`src/rtl/hazard_unit_param.sv`:
```
// Hazard controller beside decode: tracks in-flight destinations, picks forwarding
// sources, raises load-use / interlock stalls and times the post-jump flush window.
module hazard_unit_param #(
  parameter int unsigned REG_W        = 5,
  parameter int unsigned DEPTH        = 3,
  parameter int unsigned FLUSH_CYCLES = 2,
  parameter int unsigned FWD          = 1,
  parameter int unsigned SEL_W        = $clog2(DEPTH + 1)
) (
  input  logic             clk,
  input  logic             rst,
  input  logic             jump_taken,
  input  logic             dcache_stall,
  input  logic             icache_stall,
  input  logic             id_valid,
  input  logic [REG_W-1:0] rs1,
  input  logic [REG_W-1:0] rs2,
  input  logic             rs1_used,
  input  logic             rs2_used,
  input  logic [REG_W-1:0] rd,
  input  logic             rd_wr,
  input  logic             rd_is_load,
  output logic             stall,
  output logic             data_hazard,
  output logic             control_hazard,
  output logic [SEL_W-1:0] fwd_sel1,
  output logic [SEL_W-1:0] fwd_sel2
);

  localparam int unsigned CNT_W = 4;

  logic [DEPTH:1]   vld_q, vld_d;
  logic [DEPTH:1]   ld_q, ld_d;
  logic [REG_W-1:0] rd_q [1:DEPTH];
  logic [REG_W-1:0] rd_d [1:DEPTH];
  logic [CNT_W-1:0] cnt_q, cnt_d;
  logic [DEPTH:1]   hit1, hit2;
  logic             ins;

  assign stall          = dcache_stall | icache_stall;
  assign control_hazard = (cnt_q != '0);

  // x0 is hardwired, so a zero source never matches a tracked producer
  always_comb begin
    hit1 = '0;
    hit2 = '0;
    for (int unsigned k = 1; k <= DEPTH; k++) begin
      hit1[k] = rs1_used && (rs1 != '0) && vld_q[k] && (rd_q[k] == rs1);
      hit2[k] = rs2_used && (rs2 != '0) && vld_q[k] && (rd_q[k] == rs2);
    end
  end

  // Scan oldest to youngest so the youngest producer overwrites the select
  always_comb begin
    fwd_sel1    = '0;
    fwd_sel2    = '0;
    data_hazard = 1'b0;
    if (FWD != 0) begin
      for (int unsigned k = DEPTH; k >= 1; k--) begin
        if (hit1[k]) fwd_sel1 = SEL_W'(k);
        if (hit2[k]) fwd_sel2 = SEL_W'(k);
      end
      data_hazard = id_valid && !control_hazard && ld_q[1] && (hit1[1] || hit2[1]);
    end else begin
      data_hazard = id_valid && !control_hazard && ((|hit1) || (|hit2));
    end
  end

  always_comb begin
    vld_d = vld_q;
    ld_d  = ld_q;
    rd_d  = rd_q;
    cnt_d = cnt_q;
    ins   = id_valid && rd_wr && (rd != '0) && !data_hazard && !control_hazard;
    if (!stall) begin
      for (int unsigned k = 2; k <= DEPTH; k++) begin
        vld_d[k] = vld_q[k-1];
        ld_d[k]  = ld_q[k-1];
        rd_d[k]  = rd_q[k-1];
      end
      vld_d[1] = ins;
      ld_d[1]  = ins && rd_is_load;
      rd_d[1]  = ins ? rd : '0;
      // A new jump reloads the window even while a previous flush is running
      if (jump_taken)         cnt_d = CNT_W'(FLUSH_CYCLES);
      else if (cnt_q != '0)   cnt_d = cnt_q - CNT_W'(1);
    end
  end

  always_ff @(posedge clk or posedge rst) begin
    if (rst) begin
      vld_q <= '0;
      ld_q  <= '0;
      cnt_q <= '0;
      for (int unsigned k = 1; k <= DEPTH; k++) rd_q[k] <= '0;
    end else begin
      vld_q <= vld_d;
      ld_q  <= ld_d;
      cnt_q <= cnt_d;
      for (int unsigned k = 1; k <= DEPTH; k++) rd_q[k] <= rd_d[k];
    end
  end

endmodule

```
`config.mk`:
```
export PLATFORM = sky130hd
export DESIGN_NAME = hazard_unit_param
export DESIGN_NICKNAME = d
export VERILOG_FILES = /design/src/rtl/hazard_unit_param.sv
export SDC_FILE = /design/constraint.sdc
export NUM_CORES = 1
export LEC_CHECK = 0
export ABC_AREA = 1
export CELL_PAD_IN_SITES_DETAIL_PLACEMENT = 1
export CELL_PAD_IN_SITES_GLOBAL_PLACEMENT = 1
export CORE_UTILIZATION = 34
export CTS_BUF_LIST = sky130_fd_sc_hd__clkbuf_2 sky130_fd_sc_hd__clkbuf_4 sky130_fd_sc_hd__clkbuf_8
export DETAILED_ROUTE_END_ITERATION = 6
export PLACE_DENSITY = 0.85
export SLEW_MARGIN = 20
export SYNTH_ARGS = -nofsm -noshare
export SYNTH_HDL_FRONTEND = slang
export SYNTH_SLANG_ARGS = --single-unit
```
`constraint.sdc`:
```
create_clock -name clk -period 1.25 [get_ports clk]
set_clock_uncertainty 0.05 [all_clocks]
set_input_delay 0.25 -clock clk [delete_from_list [all_inputs] [get_ports clk]]
set_output_delay 0.25 -clock clk [all_outputs]
set_load 0.02 [all_outputs]
```
==> out/results.txt <==
Status -> finished, violations left
Failing checks -> setup timing
Main combinational cell family by area after synthesis -> simple AND/OR/NAND/NOR gates
Synth cell count leaders -> 62 x nand2_1, 29 x inv_1, 23 x dfrtp_1
Yosys top cell by area -> dfrtp_1
Min-Delay Path Class -> in2async
WP data arrival -> 1.60 ns
Drt pass-1 iters -> 4
Post-route minimum period -> 1.90 ns
Drt total wl -> 5.27 mm
Die W -> 68.9 um
Initial Util -> 36.7%
Clock latency on the worst-skew pair -> 0.27 ns
Sw Ratio -> 33.6%
Power per cell area -> 942 nW/um^2
Root Buffer -> clkbuf_8
CP peak stage delay -> 0.44 ns
Rows -> 23
Antenna diode instance count -> 0
Die Footprint -> 4750 um^2
Avg Vias per Cell -> 4.95
GR Overflow Total -> 0
Lkg Pwr -> 0.00125 uW
Share of flip-flops with an asynchronous set or reset -> 100%
I/O Pins -> 32
Die Y -> 68.9 um
Met3 wire length -> 176 um
Drt initial violations -> 80
Seq cells post-synth -> 23
Top Metal Used -> met4
Worst-path clk slew -> 0.08 ns
CP dominant cell by count -> buf_6
Largest net degree at the start of global routing -> 24
Post-DR wirelength/cell -> 15.2 um
FILL cells -> 530
Distinct cells, synth -> 23
Cell count of the worst reg-to-reg path -> 10
Post-Synth Adder-Cell Area -> 0.822%
First-pass GRT wire length -> 8.42 mm
GR Util All Layers -> 25.0%
Via count -> 1714
Setup Total Neg Slack -> -5.77 ns
Switching power total -> 785 uW
Mapped Nets -> 241
Buffers and inverters on the worst path -> 2
Clock power share -> 21.1%
Sequential share of power -> 39.1%
Period Utilization, post-route -> 152%
Hold buffers post-CTS -> 0
Pins Over Slew Limit -> 0
Proportion of synthesized area in mux cells -> 0%
Count leader, synth -> nand2_1
H-tree Lvls -> 1
Final hold vios -> 0
Worst-path cell chain -> buf_6, xor2_1, a21oi_1, nand4_1, a21boi_2, buf_6
Internal power -> 1550 uW
Avg Inst Size Synth -> 7.08 um^2
Max VDD drop -> 0.781 mV
Clock Sinks -> 23
Fmax achieved -> 528 MHz
Mapped cell area -> 1520 um^2
Maximum Capacitance Violations -> 0
CTS buffer count -> 3
Setup crit end kind -> output pin
Post-synth EDFFs -> 0
Req. time, crit path -> 0.95 ns
Setup ws final -> -0.645 ns
Area Growth Syn to Fin -> 63.1%
Final net count -> 323
Main synth FF type -> dfrtp_1
Worst slew pin tran -> 0.369 ns
Reg2Reg Setup Slack -> -0.30 ns
Cell area after layout -> 2480 um^2
Post-synth top area share -> 37.8%
Syn Inst Count -> 215
# DRC -> 0
Comb power frac -> 39.8%
Number of global-route vias before repair -> 1801
Metal-1 WL -> 2.19 mm
Max transition margin -> 75.2%
Ratio of cells with drive above 1 in the final layout -> 39.2%
Crit Path Class -> reg2out
CP Launch Type -> register
Syn. warnings -> 0
Crit-path leading delay family -> flip-flops
Post-synthesis compound-gate area fraction -> 14.3%
Final ANT Viol Nets -> 0
XOR/XNOR share of the synthesized area -> 7.48%
Area after DPL -> 2220 um^2
Clock Tree Buf Depth -> 2
Total core area -> 4140 um^2
DP Wirelength -> 3.81 mm
Final Setup Violations -> 17
Simple-gate share of the synthesized area -> 29.7%
GPL Wtd Cong -> 0.872
Reg-to-reg startpoint -> cnt_q[1]
RSZ-0062 raised after global routing -> true
Initial antenna violation count -> 0
Worst path slowest cell -> dfrtp_1
Critical R2R Capture -> rd_q[12]
CTS tree -> done
Port Buffers -> 31
Worst-path fanout max -> 3
Met2 WL -> 2.79 mm
Top post-synthesis cells by area -> dfrtp_1 38%, nand2_1 15%, inv_1 7.2%, o21ai_0 6.6%, xor2_1 6.3%
Sequential share of the synthesized area -> 37.8%
cell type report:
class	count	area [um^2]	area share, %
repair buffers	80	707	28.5
clock buffers	4	48.8	1.97
flip-flops and latches	23	577	23.2
well taps	50	62.6	2.52
inverters	35	134	5.40
multi-input cells	154	952	38.4
cells by family (layout without fill, tap and decap cells):
kind of cell	after synthesis	count (layout)
XOR/XNOR	13	13
buffers and inverters	38	119
adder cells (fa/ha/maj)	1	1
AND/OR/NAND/NOR	100	100
AO/OA/AOI/OAI	40	40
flip-flops	23	23
stage by stage:
step | utilization, % | worst slack (ns) | instances | hold slack, ns | total power, uW
finish | 59.9 | -0.645 | 346 | 0.249 | 2340
global route | 59.9 | -0.724 | 346 | 0.310 | 2480
CTS | 57.2 | -0.642 | 343 | 0.247 | 2300
detailed placement | 53.5 | -1.18 | 332 | 0.431 | 1660
floorplan | - | -0.171 | 215 | 0.202 | 1250
global placement | 53.5 | -1.15 | 332 | 0.410 | 1620
metal layers:
layer | vias to the layer above | GRT usage (%)
met5 | - | 0
met4 | 0 | 8.42
met3 | 12 | 3.95
met2 | 45 | 46.0
met1 | 814 | 29.2
li1 | 843 | -
power groups by stage:
stage	registers (uW)	clock network, uW	logic (uW)
detailed placement	909	0	755
CTS	912	512	873
floorplan	896	0	355
global route	927	534	1010
finish	914	494	930
global placement	903	0	722
worst min-delay path, delay by kind of cell:
family / cells / cell delay [ns]
buffers and inverters: 3 / 0.67
timing repair:
item,CTS,global route
pin swaps,18,10
hold endpoints to repair,0,0
endpoints found under the setup margin,18,17
resized for setup,73,24
setup buffers,8,5
flip-flops by register name, indices dropped and copies added, names as in the netlist:
signal  flops
rd_q       15
cnt_q       4
ld_q        1
vld_q       3
worst max-delay path by stage:
stage	end	cells past startpoint	from	slack, ns
after floorplan	fwd_sel2[1]	5	rd_q[2]	-0.17
after global placement	data_hazard	10	rs1[3]	-1.15
after detailed placement	data_hazard	10	rs2[1]	-1.18
after CTS	fwd_sel2[1]	6	rd_q[9]	-0.64
after global routing	data_hazard	10	rd_q[14]	-0.72
final	fwd_sel2[1]	6	rd_q[9]	-0.65
cell usage in the layout (no fill, tap or decap), types with 4 or more instances in the layout:
master / Yosys / final
buf_6: 1 / 13
dfrtp_1: 23 / 22
nand3_2: 5 / 11
o21ai_2: 0 / 4
nor2_1: 10 / 9
inv_1: 29 / 18
nand2_1: 62 / 59
a21oi_1: 14 / 10
xor2_1: 11 / 11
buf_4: 0 / 42
o21ai_0: 20 / 15
clkdlybuf4s50_1: 0 / 12
dlygate4sd2_1: 0 / 12
nand3_1: 12 / 5
inv_2: 6 / 16
a21oi_2: 0 / 4
Note: power is estimated with default switching activity, not from simulation.
